--- src/rtl/knap11_search_pkg.sv ---
// knap11_pkg: item tables, sizes and FSM states for the 11-item knapsack search
package knap11_pkg;
  localparam int N_ITEMS = 11;
  localparam int CAND_W = 12;
  localparam logic [CAND_W-1:0] LAST_CAND = 12'd2047;
  typedef logic [N_ITEMS-1:0] sel_t;
  localparam logic [7:0] ITEM_VALUE [N_ITEMS] = '{8'd4, 8'd8, 8'd0, 8'd20, 8'd10, 8'd12, 8'd18, 8'd14, 8'd6, 8'd15, 8'd30};
  localparam logic [7:0] ITEM_WEIGHT [N_ITEMS] = '{8'd28, 8'd8, 8'd27, 8'd18, 8'd27, 8'd28, 8'd6, 8'd1, 8'd20, 8'd0, 8'd5};
  localparam logic [7:0] ITEM_VOLUME [N_ITEMS] = '{8'd27, 8'd27, 8'd4, 8'd4, 8'd0, 8'd24, 8'd4, 8'd20, 8'd12, 8'd15, 8'd5};
  typedef enum logic [1:0] {IDLE, RUN, DRAIN, DONE} state_t;
endpackage

--- src/rtl/knap11_search_if.sv ---
// knap11_search_if: ready/valid stream of valid selections with their total value
interface knap11_search_if import knap11_pkg::*; #(parameter int SUM_W = 10);
  logic sol_valid;
  logic sol_ready;
  sel_t sol_sel;
  logic [SUM_W-1:0] sol_value;
  modport master (output sol_valid, sol_sel, sol_value, input sol_ready);
  modport slave (input sol_valid, sol_sel, sol_value, output sol_ready);
endinterface

--- src/rtl/knap11_search_eval.sv ---
// knap11_eval: combinational value/weight/volume totals of one selection vector
module knap11_eval import knap11_pkg::*; #(parameter int SUM_W = 10) (
  input  sel_t             sel,
  output logic [SUM_W-1:0] value,
  output logic [SUM_W-1:0] weight,
  output logic [SUM_W-1:0] volume
);
  // Sum the table entries of every selected item
  always_comb begin
    value = '0;
    weight = '0;
    volume = '0;
    for (int i = 0; i < N_ITEMS; i++)
      if (sel[i]) begin
        value = value + SUM_W'(ITEM_VALUE[i]);
        weight = weight + SUM_W'(ITEM_WEIGHT[i]);
        volume = volume + SUM_W'(ITEM_VOLUME[i]);
      end
  end
endmodule

--- src/rtl/knap11_search.sv ---
// knap11_search: sweeps all 2048 selections, streams the valid ones and tracks the best
module knap11_search import knap11_pkg::*; #(
  parameter int MIN_VALUE  = 107,
  parameter int MAX_WEIGHT = 60,
  parameter int MAX_VOLUME = 60,
  parameter int SUM_W      = 10
) (
  input  logic               clk,
  input  logic               rst_n,
  input  logic               start,
  output logic               busy,
  knap11_search_if.master    sol,
  output logic               done,
  output logic               found,
  output sel_t               best_sel,
  output logic [SUM_W-1:0]   best_value,
  output logic [11:0]        sol_count
);
  localparam logic [SUM_W-1:0] MIN_V = SUM_W'(MIN_VALUE);
  localparam logic [SUM_W-1:0] MAX_W = SUM_W'(MAX_WEIGHT);
  localparam logic [SUM_W-1:0] MAX_U = SUM_W'(MAX_VOLUME);
  state_t state, state_n;
  logic [CAND_W-1:0] cand;
  logic stall, go, issue, last;
  logic s1_v;
  sel_t s1_sel;
  logic [SUM_W-1:0] s1_val, s1_wt, s1_vol;
  logic [SUM_W-1:0] e_val, e_wt, e_vol;
  logic s2_v, s2_ok;
  sel_t s2_sel;
  logic [SUM_W-1:0] s2_val;
  assign stall = sol.sol_valid && !sol.sol_ready;
  assign go = start && (state == IDLE || state == DONE);
  assign issue = state == RUN && !stall;
  assign last = cand == LAST_CAND;
  assign busy = state == RUN || state == DRAIN;
  knap11_eval #(.SUM_W(SUM_W)) u_eval (
    .sel    (cand[N_ITEMS-1:0]),
    .value  (e_val),
    .weight (e_wt),
    .volume (e_vol)
  );
  // Next state: start only matters when idle or finished; drain waits until the output frees up
  always_comb begin
    state_n = state;
    case (state)
      IDLE, DONE: state_n = start ? RUN : state;
      RUN:        state_n = issue && last ? DRAIN : RUN;
      DRAIN:      state_n = !s1_v && !s2_v && !stall ? DONE : DRAIN;
      default:    state_n = IDLE;
    endcase
  end
  // State register; done pulses on the single cycle after entering DONE
  always_ff @(posedge clk or negedge rst_n)
    if (!rst_n) begin
      state <= IDLE;
      done <= 1'b0;
    end else begin
      state <= state_n;
      done <= state_n == DONE && state != DONE;
    end
  // Candidate counter; parks at the terminal value instead of wrapping
  always_ff @(posedge clk or negedge rst_n)
    if (!rst_n) cand <= '0;
    else if (go) cand <= '0;
    else if (issue && !last) cand <= cand + CAND_W'(1);
  // Evaluate/compare pipeline and output register, all frozen while the consumer stalls
  always_ff @(posedge clk or negedge rst_n)
    if (!rst_n) begin
      s1_v <= 1'b0;
      s1_sel <= '0;
      s1_val <= '0;
      s1_wt <= '0;
      s1_vol <= '0;
      s2_v <= 1'b0;
      s2_ok <= 1'b0;
      s2_sel <= '0;
      s2_val <= '0;
      sol.sol_valid <= 1'b0;
      sol.sol_sel <= '0;
      sol.sol_value <= '0;
    end else if (go) begin
      s1_v <= 1'b0;
      s2_v <= 1'b0;
      s2_ok <= 1'b0;
      sol.sol_valid <= 1'b0;
    end else if (!stall) begin
      s1_v <= issue;
      s1_sel <= cand[N_ITEMS-1:0];
      s1_val <= e_val;
      s1_wt <= e_wt;
      s1_vol <= e_vol;
      s2_v <= s1_v;
      s2_ok <= s1_v && s1_val >= MIN_V && s1_wt <= MAX_W && s1_vol <= MAX_U;
      s2_sel <= s1_sel;
      s2_val <= s1_val;
      sol.sol_valid <= s2_ok;
      if (s2_ok) begin
        sol.sol_sel <= s2_sel;
        sol.sol_value <= s2_val;
      end
    end
  // Count and best-so-far; strict compare keeps the earliest of equal-value selections
  always_ff @(posedge clk or negedge rst_n)
    if (!rst_n) begin
      found <= 1'b0;
      best_sel <= '0;
      best_value <= '0;
      sol_count <= '0;
    end else if (go) begin
      found <= 1'b0;
      best_sel <= '0;
      best_value <= '0;
      sol_count <= '0;
    end else if (!stall && s2_ok) begin
      found <= 1'b1;
      sol_count <= sol_count + 12'd1;
      if (!found || s2_val > best_value) begin
        best_sel <= s2_sel;
        best_value <= s2_val;
      end
    end
endmodule

--- src/flat_wrapper.sv ---
// flat-port wrapper written by rule: the top's interface ports become plain ports
module knap11_search_flat import knap11_pkg::*;
#(
  parameter int MIN_VALUE  = 107,
  parameter int MAX_WEIGHT = 60,
  parameter int MAX_VOLUME = 60,
  parameter int SUM_W      = 10
)
  (clk, rst_n, start, busy, done, found, best_sel, best_value, sol_count, sol_sol_valid, sol_sol_sel, sol_sol_value, sol_sol_ready);
  knap11_search_if #(.SUM_W(SUM_W)) sol_i ();
  input  logic clk;
  input  logic rst_n;
  input  logic start;
  output logic busy;
  output logic done;
  output logic found;
  output sel_t best_sel;
  output logic [SUM_W-1:0] best_value;
  output logic [11:0] sol_count;
  output wire logic [$bits(sol_i.sol_valid)-1:0] sol_sol_valid;
  output wire logic [$bits(sol_i.sol_sel)-1:0] sol_sol_sel;
  output wire logic [$bits(sol_i.sol_value)-1:0] sol_sol_value;
  input wire logic [$bits(sol_i.sol_ready)-1:0] sol_sol_ready;
  assign sol_sol_valid = sol_i.sol_valid;
  assign sol_sol_sel = sol_i.sol_sel;
  assign sol_sol_value = sol_i.sol_value;
  assign sol_i.sol_ready = sol_sol_ready;
  knap11_search #(.MIN_VALUE(MIN_VALUE), .MAX_WEIGHT(MAX_WEIGHT), .MAX_VOLUME(MAX_VOLUME), .SUM_W(SUM_W)) u_core (.clk(clk), .rst_n(rst_n), .start(start), .busy(busy), .sol(sol_i), .done(done), .found(found), .best_sel(best_sel), .best_value(best_value), .sol_count(sol_count));
endmodule
--- config.mk ---
export PLATFORM = sky130hd
export DESIGN_NAME = knap11_search_flat
export DESIGN_NICKNAME = d
export VERILOG_FILES = /design/src/rtl/knap11_search_pkg.sv /design/src/rtl/knap11_search_if.sv /design/src/rtl/knap11_search_eval.sv /design/src/rtl/knap11_search.sv /design/src/flat_wrapper.sv
export SDC_FILE = /design/constraint.sdc
export NUM_CORES = 1
export LEC_CHECK = 0
export ABC_AREA = 0
export CAP_MARGIN = 10
export CORE_MARGIN = 4
export CORE_UTILIZATION = 60
export CTS_BUF_LIST = sky130_fd_sc_hd__clkbuf_8 sky130_fd_sc_hd__clkbuf_16
export DETAILED_ROUTE_END_ITERATION = 7
export GPL_ROUTABILITY_DRIVEN = 0
export PLACE_DENSITY = 0.81
export SYNTH_ARGS = -nofsm -noshare
export SYNTH_HDL_FRONTEND = slang
export SYNTH_SLANG_ARGS = --single-unit
--- constraint.sdc ---
create_clock -name clk -period 5.8 [get_ports clk]
set_clock_uncertainty 0.15 [all_clocks]
set_input_delay 1.45 -clock clk [delete_from_list [all_inputs] [get_ports clk]]
set_output_delay 1.45 -clock clk [all_outputs]
set_load 0.01 [all_outputs]
# [Word level (Yosys, flattened, before mapping)]
# Index checks and enable logic that the tools add are counted.
[totals] register_bits=136 elab_cells=144 out_inout_bits=58 inputBits=4
[op_classes] magnitude_cmp=4 n_bitwise=2 n_mux=54 add_sub_neg=29 n_reduce_logical=29 eq_ne=7
[ops] cell="2-to-1 mux 10 bit" n=30
[ops] cell="adder 10 x 5 -> 10 bit (second input constant)" n=11
[ops] cell="adder 10 x 3 -> 10 bit (second input constant)" n=7
[ops] cell="adder 10 x 4 -> 10 bit (second input constant)" n=7
[ops] cell="2-to-1 mux 12 bit" n=4
[ops] cell="2-to-1 mux 11 bit" n=3
[ops] cell="adder 12 x 1 -> 12 bit (second input constant)" n=2
[ops] cell="less-or-equal comparator 10 x 6 -> 1 bit (second input constant)" n=2
[ops] cell="== test 12 x 11 -> 1 bit (second input constant)" n=1
[ops] cell="logical AND 1 bit" n=12
[ops] cell="2-to-1 mux 1 bit" n=11
[ops] cell="adder 10 x 1 -> 10 bit (second input constant)" n=1
[ops] cell=">= comparator 10 x 7 -> 1 bit (second input constant)" n=1
[ops] cell="greater-than comparator 10 bit" n=1
[ops] cell="2-to-1 mux 5 bit" n=2
[ops] cell="== test 2 bit (second input constant)" n=3
[ops] cell="zero test 1 bit" n=6
[ops] cell="one-hot mux 2 bit (3 select lines)" n=1
[ops] cell="nonzero test 2 bit" n=3
[ops] cell="adder 3 x 4 -> 5 bit (second input constant)" n=1
[ops] cell="2-to-1 mux 2 bit" n=2
[ops] cell="inequality test 2 bit (second input constant)" n=2
[ops] cell="AND reduction 2 bit" n=2
[ops] cell="logical OR 1 bit" n=3
[ops] cell="other kinds (6)" n=7

# [Depth between registers and ports, before layout]
# Gate-level depths: netlist of run 1.
[logic_depth] depth_word=19 depth_mapped=26 depth_no_buf=25

# [Cells and area by module]
# From an unflattened synthesis of run 1, not the netlist that was laid out.
[unflattened] hier_cells=901 hier_area_um2=9405.3
[modules_own_cells] mod="knap11_search" seq_area_each_um2=3403.3 instances=1 cells_each=450 area_per_inst_um2=5815.6
[modules_own_cells] mod="knap11_eval" seq_area_each_um2=0.0 instances=1 cells_each=451 area_per_inst_um2=3589.7

# [Worst setup path before layout of run 1]
# Ideal clock, no wire load.
[synth_timing] kind="reg-to-reg" start="register u_core.cand[0]" end="register u_core.s1_vol[8]" n_path_buf=1 required_ns=5.574 setup_slack_ns=0.790 stages_incl_launch_ff=25 setup_ns=0.076 arrival_time_ns=4.783 period_less_slack_ns=5.010 cell_sequence="dfrtp_1 > buf_6 > inv_2 > ha_1 > nor2_1 > nor2_1 > ha_1 > nand2_1 > o31ai_2 > xnor2_1 > inv_1 > ha_1 > nand2_1 > o21ai_1 > ha_1 > nand2b_1 > o21ai_1 > ha_1 > mux2_2 > a31oi_1 > xnor2_1 > nor4_2 > nor2_1 > o32a_1 > o21ai_1"
[synth_via] elab_chain_len=19
[synth_lines] item="start, declared" line="knap11_search.sv:23" source="logic [CAND_W-1:0] cand;"
[synth_lines] item="start signal, assigned" line="knap11_search.sv:66" source="else if (issue && !last) cand <= cand + CAND_W'(1);"
[synth_lines] item="2-to-1 mux 5 bit *" line="knap11_search_eval.sv:14" source="if (sel[i]) begin"
[synth_lines] item="adder 10 x 5 -> 10 bit" line="knap11_search_eval.sv:17" source="volume = volume + SUM_W'(ITEM_VOLUME[i]);"
[synth_lines] item="2-to-1 mux 10 bit *" line="knap11_search_eval.sv:14"
[synth_lines] item="adder 10 x 3 -> 10 bit" line="knap11_search_eval.sv:17"
[synth_lines] item="2-to-1 mux 10 bit *" line="knap11_search_eval.sv:14"
[synth_lines] item="adder 10 x 3 -> 10 bit" line="knap11_search_eval.sv:17"
[synth_lines] item="2-to-1 mux 10 bit *" line="knap11_search_eval.sv:14"
[synth_lines] item="adder 10 x 5 -> 10 bit" line="knap11_search_eval.sv:17"
[synth_lines] item="[3 not listed]"
[synth_lines] item="adder 10 x 5 -> 10 bit" line="knap11_search_eval.sv:17"
[synth_lines] item="2-to-1 mux 10 bit *" line="knap11_search_eval.sv:14"
[synth_lines] item="adder 10 x 4 -> 10 bit" line="knap11_search_eval.sv:17"
[synth_lines] item="2-to-1 mux 10 bit *" line="knap11_search_eval.sv:14"
[synth_lines] item="adder 10 x 4 -> 10 bit" line="knap11_search_eval.sv:17"
[synth_lines] item="2-to-1 mux 10 bit *" line="knap11_search_eval.sv:14"
[synth_lines] item="adder 10 x 3 -> 10 bit" line="knap11_search_eval.sv:17"
[synth_lines] item="2-to-1 mux 10 bit *" line="knap11_search_eval.sv:14"
[synth_lines] item="end signal, assigned" line="knap11_search.sv:92" source="s1_vol <= e_vol;"
[synth_lines] item="end, declared" line="knap11_search.sv:27" source="logic [SUM_W-1:0] s1_val, s1_wt, s1_vol;"
# Every way passes the cells marked *; elsewhere a longest branch is shown, timed or not.
# A chain may end at the register's enable or synchronous reset.

# [Worst setup path after layout of run 1]
# Ends and elaborated chain as after synthesis.

==> results.toml, run 1 <==
[run_status]
status = "finished, final reports clean"

[cts]
cts_setup_buffers = 0
postCtsHoldBufs = 0
cts_tree = "built"
cts_resized = 0
numCtsBuffers = 17
clk_pin_slew_ns = 0.06
cts_sinks = 132
h-tree-depth = 4
root_buffer = "clkbuf_16"
clk_latency_ns = 0.42
clk_path_buf_depth = 2

[pwr]
peakVddDrop_mv = 0.4881
p_sw_frac = 0.4600
comb_power_share = 0.654
switchingPower_mw = 3.346
p_clk_frac = 0.152
power.leakage_nw = 4.642
powerDensity_nw_per_um2 = 704.4
intPower_mw = 3.927
pwr-share-seq = 0.194

[setup_path]
path_cells = "inv_2, ha_1, nor2_1, nor2_1, ha_1, nand2_1, o31ai_2, xnor2_1, inv_1, ha_1, nand2_1, o21ai_1, ha_1, nand2b_1, o21ai_1, ha_1, mux2_2, a31oi_1, xnor2_1, nor4_2, nor2_1, o32a_1, o21ai_1"
crit_path_frequent_cell = "ha_1"
slowest_delay_ns = 0.45
crit_family = "adder cells"
cp_max_fo = 7
start_kind = "flop"
required_ns = 5.98
crit_slowest_cell = "dfrtp_1"
worst_ep_arrival_time_ns = 5.45
r2r_end = "u_core.s1_vol[8]"
worstSetupPathType = "reg2reg"
critPathBufInv = 2
end_kind = "flop"
r2r_start = "u_core.cand[0]"
rrSetupSlack_ns = 0.53
reg2reg_depth = 23

[sta]
hold_ws_ns = 0.3190
final.period_utilization = 0.9078
slew_headroom = 0.3326
hold_viol = 0
timing.fmax_ghz = 0.1899
finalCriticalPeriod_ns = 5.265
worst_slew_pin_slew_ns = 0.9759
rsz0062_at_grt = "no"
tns_ns = 0
slew_viol_final = 0
finalSetupViolCount = 0

[drt]
drtIter0Drc = 501
wl_mm = 20.39
ant_nets = 0
num_vias = 7265
dr.pass1.iters = 5
via_per_inst = 5.878
post_drt_wl_per_cell_um = 16.49
drc_errors = 0

[global_route]
grt_usage = 0.2522
antenna_found_initial = 0
grt_max_degree = 90
grt_overflow = 0
grt_pass1_vias = 7046
grt_pass1_wl_mm = 34.53

[synthesis]
syn-num-nets = 1041
synth_top_flop_cell = "dfrtp_1"
yosysWarningCount = 0
synth_edf_count = 0
ys_ff_latch = 132
synth-seq-area-share = 0.3679
synthArstFlopShare = 1.000
synth.distinct_cells = 88
syn_inst = 991
postSynthAreaPerCell_um2 = 9.060
syn_area_um2 = 8979

[floorplanning]
die_y_um = 130.3
start_util = 0.6154
core_area_um2 = 14590
ioPinCount = 62
fp.dieW_um = 130.3
num_rows = 44
die-area_um2 = 16990

[place]
placed_cells = 1205
dp_hpwl_mm = 14.34
io_buffer_count = 61
postPlaceCellArea_um2 = 9718

[finish]
final_nets = 1090
areaGrowthSynthToFinish_pct = 14.99
fin_area_um2 = 10320
drive_gt1_frac = 0.09886
finalNonFillerCells = 1236
antenna_cells = 0

[min_path]
min_path_cells = 2
min_to = "u_core.s2_sel[4]"
hp-start = "u_core.s1_sel[4]"
min_path_type = "reg2reg"

[flow_run]
maxCapViolations = 0
worst max path at each step:
stage,from,to,slack [ns],depth (start not counted)
finish,u_core.cand[0],u_core.s1_vol[8],0.53,23
global route,u_core.cand[0],u_core.s1_vol[8],0.09,23
CTS,u_core.cand[0],u_core.s1_vol[8],0.54,23
detailed placement,u_core.cand[0],u_core.s1_vol[8],0.58,23
global placement,u_core.cand[0],u_core.s1_vol[8],0.73,23
floorplan,u_core.cand[0],u_core.s1_vol[8],0.79,24
stage by stage:
stage               total power, mW  setup slack (ns)  utilization
finish                        7.273            0.5349       0.7077
global route                  7.911           0.09002       0.7077
CTS                           7.273            0.5364       0.7077
detailed placement            6.087            0.5823       0.6661
global placement              5.941            0.7258       0.6661
floorplan                     5.137            0.7904            -
final cells by class:
cell class / instances / area (um^2)
tap: 184 / 230.2
sequential: 132 / 3303
multi-input combinational: 772 / 5310
clock inverter: 12 / 153.9
clock buffer: 19 / 452.9
inverter: 42 / 157.7
fill: 1106 / 4264
timing repair buffer: 75 / 716.9
synthesized netlist by cell type (all sizes together), types with 16 or more instances:
library cell / number / area share
nand2: 179 / 0.075
dfrtp: 132 / 0.37
o21ai: 70 / 0.040
xnor2: 67 / 0.067
nor2: 65 / 0.027
ha: 43 / 0.060
inv: 40 / 0.017
xor2: 38 / 0.038
clkbuf: 33 / 0.014
mux2: 26 / 0.033
a21oi: 25 / 0.014
nand3: 23 / 0.013
a22o: 20 / 0.020
nand2b: 17 / 0.012
nor3: 16 / 0.0089
placed cells by master, fill, tap and decap left out, types with 12 or more instances in the layout:
master / n
a21oi_1: 25
a22o_1: 20
and2_1: 12
buf_4: 14
clkbuf_16: 17
clkdlybuf4s50_1: 60
dfrtp_1: 132
ha_1: 43
inv_1: 38
mux2_2: 26
mux2i_1: 12
nand2_1: 178
nand2b_1: 17
nand3_1: 22
nor2_1: 64
nor3_1: 16
o21ai_0: 52
o21ai_1: 16
xnor2_1: 65
xor2_1: 37
flip-flops by register name, summed over array words and instances, names as in the netlist:
register,flops
u_core.s1_val,10
u_core.s2_sel,10
u_core.best_value,10
u_core.s2_val,10
u_core.s1_sel,10
u_core.found,1
u_core.s1_v,1
u_core.done,1
u_core.sol.sol_sel,10
u_core.s2_ok,1
u_core.cand,12
u_core.sol.sol_valid,1
u_core.s2_v,1
u_core.s1_wt,10
u_core.s1_vol,10
u_core.best_sel,10
u_core.sol_count,12
u_core.sol.sol_value,10
u_core.state,2
power by group through the flow:
stage	Combinational (mW)	Clock, mW	Sequential (mW)
2_1_floorplan	3.78	0	1.36
3_3_place_gp	4.53	0	1.41
3_5_place_dp	4.67	0	1.42
4_1_cts	4.74	1.12	1.41
5_1_grt	5.30	1.16	1.45
6_report	4.76	1.10	1.41
metal layers:
| layer | vias to the layer above | track usage | wire [um] |
|---|---|---|---|
| met3 | 42 | 0.04544 | 996 |
| met4 | 0 | 0.09377 | 545 |
| met5 | - | 0 | 0 |
| li1 | 3534 | - | - |
| met1 | 3509 | 0.3366 | 9029 |
| met2 | 180 | 0.4125 | 9815 |
worst register-to-register path, stage by stage (launching register included):
cell and delay, ns:
dfrtp_1 0.45, inv_2 0.11, ha_1 0.39, nor2_1 0.19, nor2_1 0.07, ha_1 0.29
nand2_1 0.08, o31ai_2 0.11, xnor2_1 0.28, inv_1 0.12, ha_1 0.33, nand2_1 0.07
o21ai_1 0.08, ha_1 0.29, nand2b_1 0.16, o21ai_1 0.18, ha_1 0.28, mux2_2 0.31
a31oi_1 0.21, xnor2_1 0.16, nor4_2 0.35, nor2_1 0.09, o32a_1 0.32, o21ai_1 0.11
cells by family (layout without fill, tap and decap cells):
family	count (synthesis)	in the layout	synth area share
buf+inv	87	148	0.04097
simple gates	373	373	0.1943
xor+xnor	114	114	0.1281
compound gates	198	198	0.1525
flops	132	132	0.3679
fa+ha+maj	48	48	0.06884
mux	39	39	0.04752
No activity file was read; power rests on OpenSTA's default activity.
==> run 2, diff against run 1 <==
Settings changed: PLACE_DENSITY 0.81 to unset, PLACE_DENSITY_LB_ADDON set to 0.3.
==> run 2 against run 1 <==
Against the previous run: design area up 0.39%; clock power up 5%; worst hold slack better by 0.0026 ns; sequential share of layout area down 0.12 points; global-route usage about the same; critical path depth unchanged; largest power group unchanged.
==> results.toml, run 2 (synthesized netlist as in run 1, its figures left out) <==
[setup_path]
worst_ep_arrival_time_ns = 5.54
start_kind = "flop"
worstSetupPathType = "reg2reg"
required_ns = 5.98
end_kind = "flop"
cp_max_fo = 7

[place]
place_ws_ns = 0.5867
io_buffer_count = 61
placed_cells = 1205
dp_hpwl_mm = 14.10
postPlaceCellArea_um2 = 9718

[global_route]
grt_overflow = 0
grt_max_degree = 104
grt_pass1_vias = 7057
grt_pass1_wl_mm = 34.23
grt_usage = 0.2520
antenna_found_initial = 0

[cts]
clk_path_buf_depth = 2
root_buffer = "clkbuf_16"
cts_setup_buffers = 0
h-tree-depth = 4
cts_resized = 0
numCtsBuffers = 17
cts_sinks = 132
clk_pin_slew_ns = 0.06
cts_tree = "built"
clk_latency_ns = 0.42
postCtsHoldBufs = 0

[pwr]
power_mw = 7.325
powerDensity_nw_per_um2 = 706.8
peakVddDrop_mv = 0.3644
power.leakage_nw = 4.667

[floorplanning]
die_y_um = 130.3
num_rows = 44
start_util = 0.6154
ioPinCount = 62
fp.dieW_um = 130.3
core_area_um2 = 14590
die-area_um2 = 16990

[drt]
post_drt_wl_per_cell_um = 16.43
via_per_inst = 5.899
drtIter0Drc = 587
ant_nets = 0
drc_errors = 0
num_vias = 7297
dr.pass1.iters = 5
wl_mm = 20.33

[sta]
worst_slew_pin_slew_ns = 0.9345
finalCriticalPeriod_ns = 5.357
tns_ns = 0
slew_headroom = 0.3770
finalSetupViolCount = 0
timing.fmax_ghz = 0.1867
hold_viol = 0
slew_viol_final = 0
final.period_utilization = 0.9236
fin_ws_ns = 0.4433
rsz0062_at_grt = "no"

[finish]
reg_top3 = "u_core.cand (12), u_core.sol_count (12)"
finalNonFillerCells = 1237
final_nets = 1091
drive_gt1_frac = 0.1007
antenna_cells = 0
areaGrowthSynthToFinish_pct = 15.44
final_cell_mix = "nand2_1, dfrtp_1, xnor2_1"
fin_area_um2 = 10360
final_common_cell = "nand2_1"

[flow_run]
maxCapViolations = 0

[min_path]
min_path_type = "reg2reg"

[run_status]
status = "finished, final reports clean"
[run 2: changes by cell type in the layout (fill, tap and decap cells not counted)]
cell / before / now
clkinv_4: 2 / 0
dlymetal6s2s_1: 0 / 1
inv_8: 0 / 1
inv_1: 38 / 36
clkinvlp_4: 1 / 2
clkbuf_8: 2 / 1
bufinv_16: 3 / 4
inv_6: 3 / 5
[run 2: per-layer routing]
layer  share of wire  vias up  GRT usage
met2            0.47      213     0.4128
met1            0.44     3491     0.3311
met5               0        -          0
li1                -     3546          -
met4           0.032        0     0.1034
met3           0.054       47    0.04666
[run 2: per-stage QoR]
stage	util	hold WS [ns]
final	0.7105	0.3216
after global routing	0.7105	0.3390
after CTS	0.7096	0.3178
after detailed placement	0.6661	0.3021
after global placement	0.6661	0.2982
after floorplan	-	0.2816
[run 2: path summary, 6_finish.rpt]
path	from	end	slack, ns	depth (start not counted)
min in group asynchronous	rst_n	u_core.best_value[6]	0.97	1
max in group asynchronous	rst_n	u_core.found	3.58	2
max reg2reg	u_core.cand[0]	u_core.s1_vol[8]	0.44	23
max	u_core.cand[0]	u_core.s1_vol[8]	0.44	23
min	u_core.s1_sel[6]	u_core.s2_sel[6]	0.32	2
min reg2reg	u_core.s1_sel[6]	u_core.s2_sel[6]	0.32	2
[run 2: report_power, final]
part / switching, mW / leakage (nW) / internal (mW)
Clock: 0.419 / 0.306 / 0.737
Combinational: 2.71 / 2.61 / 2.05
Sequential: 0.229 / 1.75 / 1.18
[run 2: area by class of cell]
cell class	instances	area [um^2]
sequential	132	3303
clock buffer	18	439.2
fill	1102	4224
clock inverter	13	195.2
multi-input combinational	772	5310
tap	184	230.2
timing repair buffer	76	729.5
inverter	42	157.7
[run 2: critical path, stage by stage, from the launching register on]
cell and delay [ns]:
dfrtp_1 0.46, inv_2 0.10, ha_1 0.40, nor2_1 0.20, nor2_1 0.07, ha_1 0.29
nand2_1 0.08, o31ai_2 0.10, xnor2_1 0.25, inv_1 0.12, ha_1 0.34, nand2_1 0.07
o21ai_1 0.08, ha_1 0.29, nand2b_1 0.16, o21ai_1 0.15, ha_1 0.26, mux2_2 0.31
a31oi_1 0.21, xnor2_1 0.19, nor4_2 0.40, nor2_1 0.09, o32a_1 0.35, o21ai_1 0.13
